<file path="config.mk">
export PLATFORM = sky130hd
export DESIGN_NAME = stack_alu_sequencer
export DESIGN_NICKNAME = d
export VERILOG_FILES = /design/src/rtl/stack_alu_sequencer.sv
export SDC_FILE = /design/constraint.sdc
export NUM_CORES = 1
export LEC_CHECK = 0
export ABC_CLOCK_PERIOD_IN_PS = 4490
export CORE_ASPECT_RATIO = 1.5
export CORE_MARGIN = 2
export CORE_UTILIZATION = 51
export DETAILED_ROUTE_END_ITERATION = 8
export PLACE_DENSITY = 0.85
export SETUP_SLACK_MARGIN = 0.2
export SYNTH_ARGS = -nofsm -noshare
export SYNTH_HDL_FRONTEND = slang
export SYNTH_SLANG_ARGS = --single-unit
export TNS_END_PERCENT = 30
</file>
<file path="constraint.sdc">
create_clock -name clk -period 4.49 [get_ports clk]
set_clock_uncertainty 0.2 [all_clocks]
set_input_delay 1.347 -clock clk [delete_from_list [all_inputs] [get_ports clk]]
set_output_delay 1.347 -clock clk [all_outputs]
set_load 0.1 [all_outputs]
</file>
<file path="src/rtl/stack_alu_sequencer.sv">
// Micro-sequencer for a stack ALU datapath. It accepts RPN instructions
// (PUSH imm, ADD, MUL, POP) and expands each one into single-cycle primitive
// opcode pulses, every pulse followed by one idle gap cycle. It also tracks
// stack depth, rejects instructions the stack cannot satisfy, accumulates
// arithmetic overflow and hands popped values out over a result handshake.
module stack_alu_sequencer #(
  parameter int WIDTH     = 8,
  parameter int MAX_DEPTH = 50,
  parameter int DEPTH_W   = 6
) (
  input  logic               clk,
  input  logic               rst,
  input  logic               instr_valid,
  output logic               instr_ready,
  input  logic [1:0]         instr_op,
  input  logic [WIDTH-1:0]   instr_data,
  output logic               res_valid,
  input  logic               res_ready,
  output logic [WIDTH-1:0]   res_data,
  output logic               err,
  output logic               ovf_sticky,
  output logic [DEPTH_W-1:0] depth,
  output logic               busy,
  output logic [2:0]         stk_opcode,
  output logic [WIDTH-1:0]   stk_in,
  input  logic [WIDTH-1:0]   stk_out,
  input  logic               stk_overflow
);

  localparam logic [1:0] OP_PUSH = 2'b00;
  localparam logic [1:0] OP_ADD  = 2'b01;
  localparam logic [1:0] OP_MUL  = 2'b10;
  localparam logic [1:0] OP_POP  = 2'b11;

  localparam logic [2:0] PRIM_IDLE = 3'd0;
  localparam logic [2:0] PRIM_ADD  = 3'd4;
  localparam logic [2:0] PRIM_MUL  = 3'd5;
  localparam logic [2:0] PRIM_PUSH = 3'd6;
  localparam logic [2:0] PRIM_POP  = 3'd7;

  typedef enum logic [1:0] {
    S_IDLE = 2'd0,
    S_OP   = 2'd1,
    S_GAP  = 2'd2,
    S_RESP = 2'd3
  } state_t;

  state_t               r_state;
  state_t               w_next;
  logic [1:0]           r_op;
  logic [WIDTH-1:0]     r_imm;
  logic [WIDTH-1:0]     r_res;
  logic [1:0]           r_step;
  logic [DEPTH_W-1:0]   r_depth;
  logic                 r_err;
  logic                 r_ovf;
  logic [WIDTH-1:0]     r_res_data;
  logic                 w_accept;
  logic                 w_legal;
  logic                 w_arith;
  logic                 w_last_step;

  // An instruction is legal only if the stack holds enough operands (or room)
  function automatic logic is_legal(input logic [1:0] op,
                                    input logic [DEPTH_W-1:0] d);
    logic ok;
    case (op)
      OP_PUSH: ok = (d < DEPTH_W'(MAX_DEPTH));
      OP_POP:  ok = (d >= DEPTH_W'(1));
      default: ok = (d >= DEPTH_W'(2));
    endcase
    return ok;
  endfunction

  assign w_accept    = instr_valid && instr_ready;
  assign w_legal     = is_legal(instr_op, r_depth);
  assign w_arith     = (r_op == OP_ADD) || (r_op == OP_MUL);
  // ADD/MUL run four primitives (op, pop, pop, push); PUSH/POP run one
  assign w_last_step = w_arith ? (r_step == 2'd3) : 1'b1;

  // State register
  always_ff @(posedge clk) begin
    if (rst) r_state <= S_IDLE;
    else     r_state <= w_next;
  end

  // Next-state logic: every primitive is an OP cycle followed by a GAP cycle
  always_comb begin
    w_next = r_state;
    case (r_state)
      S_IDLE: if (w_accept && w_legal) w_next = S_OP;
      S_OP:   w_next = S_GAP;
      S_GAP: begin
        if (w_last_step) w_next = (r_op == OP_POP) ? S_RESP : S_IDLE;
        else             w_next = S_OP;
      end
      S_RESP: if (res_ready) w_next = S_IDLE;
      default: w_next = S_IDLE;
    endcase
  end

  // Output decode: primitive opcode and push data only during OP cycles
  always_comb begin
    stk_opcode  = PRIM_IDLE;
    stk_in      = '0;
    busy        = (r_state != S_IDLE);
    res_valid   = (r_state == S_RESP);
    instr_ready = (r_state == S_IDLE) && !rst;
    if (r_state == S_OP) begin
      case (r_op)
        OP_PUSH: begin
          stk_opcode = PRIM_PUSH;
          stk_in     = r_imm;
        end
        OP_POP: stk_opcode = PRIM_POP;
        default: begin
          if (r_step == 2'd0) begin
            stk_opcode = (r_op == OP_ADD) ? PRIM_ADD : PRIM_MUL;
          end else if (r_step == 2'd3) begin
            stk_opcode = PRIM_PUSH;
            stk_in     = r_res;
          end else begin
            stk_opcode = PRIM_POP;
          end
        end
      endcase
    end
  end

  // Instruction capture, step counter, depth, error pulse, overflow and result
  always_ff @(posedge clk) begin
    if (rst) begin
      r_op       <= OP_PUSH;
      r_imm      <= '0;
      r_res      <= '0;
      r_step     <= 2'd0;
      r_depth    <= '0;
      r_err      <= 1'b0;
      r_ovf      <= 1'b0;
      r_res_data <= '0;
    end else begin
      r_err <= w_accept && !w_legal;
      if (w_accept) begin
        r_op   <= instr_op;
        r_imm  <= instr_data;
        r_step <= 2'd0;
      end
      if (r_state == S_GAP) begin
        // The datapath result is valid in the gap after the primitive
        if (w_arith && (r_step == 2'd0)) begin
          r_res <= stk_out;
          r_ovf <= r_ovf | stk_overflow;
        end
        if (r_op == OP_POP) r_res_data <= stk_out;
        if (w_last_step) begin
          r_step <= 2'd0;
          if (r_op == OP_PUSH) r_depth <= r_depth + DEPTH_W'(1);
          else                 r_depth <= r_depth - DEPTH_W'(1);
        end else begin
          r_step <= r_step + 2'd1;
        end
      end
    end
  end

  assign err        = r_err;
  assign ovf_sticky = r_ovf;
  assign depth      = r_depth;
  assign res_data   = r_res_data;

endmodule

</file>
==> out/metrics.cfg <==
[status]
run_status=finished, final reports clean

[final_layout]
number_of_nets_at_the_end_of_the_flow=314
antenna-diode-count=0
layout_commonest_cell=sky130_fd_sc_hd__nand2_1
mostFrequentLayoutCells=sky130_fd_sc_hd__nand2_1, sky130_fd_sc_hd__dfxtp_1, sky130_fd_sc_hd__clkdlybuf4s50_1
final.fill_count=291
synthToLayoutAreaGrowth_pct=32.0
final_layout_size_suffix_gt1_share_pct=11.0

[timing]
hold_ws_ps=253
rsz_0062_raised_after_global_routing=no
max_slew_margin_pct=32.0
achievable_freq_ghz=0.263
tightest_slew_ps=1020
final_min_period_over_clock_period_pct=84.7
final_max_slew_viol_count=0
final_hold_violation_count=0
finalSetupViolations=0
totalNegativeSetupSlack_ps=0
timing.final.crit_period_ps=3800

[clock_tree]
ctsHoldBuffers=0
clock_sinks=38
cts.root.buffer_cell=sky130_fd_sc_hd__clkbuf_8
clock_latency_ps=290
cts.reportedPaths.clkPinSlew_ps=70
htree_levels=2
cts-buffers-inserted=5
ctsResizeCount=0
cts_max_path_buffers=2
cts_tree=built
cts_setup_buffers=0

[place]
io_buffer_count=52
globalplace.congestion=0.763
final_hpwl_from_detailed_placement_um=3210

[detailed_routing]
detailedRoute.firstPassIterationCount=5
route.antenna.remaining_nets=0
drt-total-wl_um=4380
drcViolationCount=0
detailedRoute.firstIterationViolations=42
route.vias.total=1765
via_per_inst=5.46
wire_per_inst_um=13.5

[synthesis]
synthesis.area_um2=1850
netlist.top_cell.by_area=sky130_fd_sc_hd__dfxtp_1
syn_nets=268
post-synth-top-area-fraction_pct=41.0
netlist-cell-type-count=38
synth_top_cells_by_area=sky130_fd_sc_hd__dfxtp_1, sky130_fd_sc_hd__nand2_1, sky130_fd_sc_hd__ha_1, sky130_fd_sc_hd__a21oi_1, sky130_fd_sc_hd__nor2_1
post_synth.cell_area_avg_um2=7.92
synth_seq_area_share_pct=41.0
syn-instance-count=234
synth_seq_cells=38
yosysWarningCount=0

[floorplan]
design.portCount=53
die_w_um=53.2
initial_core_util_pct=53.8
die-area_um2=4140
die_height_um=77.9
fp.coreArea_um2=3450
fp-row-count=26

[setup_path]
timing.critical_path.from_type=register
end_kind=output port
worstPathCellList=inv_1 -> ha_1 -> nor2b_1 -> a22oi_1 -> nor2_1 -> buf_4
critical_path_peak_fanout=9
worst_ep_required_time_ps=2940
critical_path.slowest_cell=sky130_fd_sc_hd__nor2b_1
crit_arrival_ps=2250
critical-path-max-stage-delay_ps=460
worst_setup_path_category=register to output port

[grt]
grt_antenna_before_repair=0
grtUsageTotal_pct=22.4
grt_first_pass_wirelength_um=7070
largest_net_degree_at_the_start_of_global_routing=31
grt_pass1_vias=1631
global_route_congestion_overflow_total=0

[run]
drv_cap=0

[pwr]
power-per-cell-area_nw_per_um2=313
p_leak_nw=0.933
ir_drop_worst_vdd_v=0.000230

[hold_path]
worstHoldPathType=register to register

[flip-flops by register name, indices dropped and copies added, names as in the netlist]
name,cells
depth,6
err,1
ovf_sticky,1
r_imm,8
r_op,2
r_res,8
r_state,2
r_step,2
res_data,8
[layer usage]
metal	share of wire, %	GRT usage, %
met1	40	25.8
met2	54	38.6
met3	4.6	4.42
met4	1.4	9.23
met5	0	0
[final timing paths]
path,to,startpoint,cells after the start,slack [ps]
setup reg to reg,r_res[3]$_SDFFE_PP0P_,r_state[1]$_SDFFE_PP0P_,4,2200
hold reg to reg,res_data[7]$_SDFFE_PP0P_,res_data[7]$_SDFFE_PP0P_,2,250
hold / removal,res_data[7]$_SDFFE_PP0P_,res_data[7]$_SDFFE_PP0P_,2,250
setup / recovery,stk_in[7],r_op[0]$_SDFFE_PP0P_,6,690
[stage by stage]
stage | worst slack, ps | cell area [um^2] | utilization [%] | instances | power [W]
floorplan | 333 | 1860 | - | 234 | 0.000485
global placement | 714 | 2360 | 68.3 | 315 | 0.000534
detailed placement | 684 | 2360 | 68.3 | 315 | 0.000536
CTS | 684 | 2450 | 71.0 | 323 | 0.000771
global route | 550 | 2450 | 71.0 | 323 | 0.000799
finish | 689 | 2450 | 71.0 | 323 | 0.000767
[report_power, final]
part           leakage (nW)  internal [W]  total (W)  switching (W)
clock network        0.0482      0.000124   0.000238       0.000114
registers             0.308      0.000350   0.000361      0.0000117
logic                 0.577     0.0000583   0.000168       0.000109
[cell families after synthesis]
logic type	synth area share [%]
AND/OR/NAND/NOR	25.8
AO/OA/AOI/OAI	16.5
flip-flops	41.0
buffers and inverters	5.67
adder cells (fa/ha/maj)	7.42
XOR/XNOR	2.36
multiplexers	1.15
[critical path: cells and delay by family, from the launching register on]
kind	cells	cell delay [ps]
and+or+nand+nor	2	640
buffers and inverters	2	410
DFF	1	390
adders and majority gates	1	390
AOI/OAI and AO/OA	1	140
[cell type report]
cell class                      instances  area [um^2]  share of cell area (%)
Clock inverter                          1         5.00                   0.204
Tap cell                               42         52.6                    2.15
Clock buffer                            7         86.3                    3.53
Timing Repair Buffer                   53          503                    20.6
Multi-Input combinational cell        171          998                    40.8
Sequential cell                        38          761                    31.1
Inverter                               11         41.3                    1.69
[cell usage after synthesis (all sizes together)]
library cell and instances:
a22oi 9, o21ai 9, mux2i 1, mux2 1, or2b 1, o31ai 3
or4b 2, a21oi 22, xnor2 4, or2 1, ha 11, nand2 46
nor2b 3, buf 4, and2 2, a32o 1, clkinv 1, xor2 1
nand3 12, inv 10, nand4 1, a32oi 2, nor3 6, and3 1
and4 1, a211oi 2, a31oi 1, dfxtp 38, nor4 2, and3b 1
nand2b 2, nor4b 1, o211ai 1, clkbuf 10, nor2 21
Note: power is estimated with default switching activity, not from simulation.
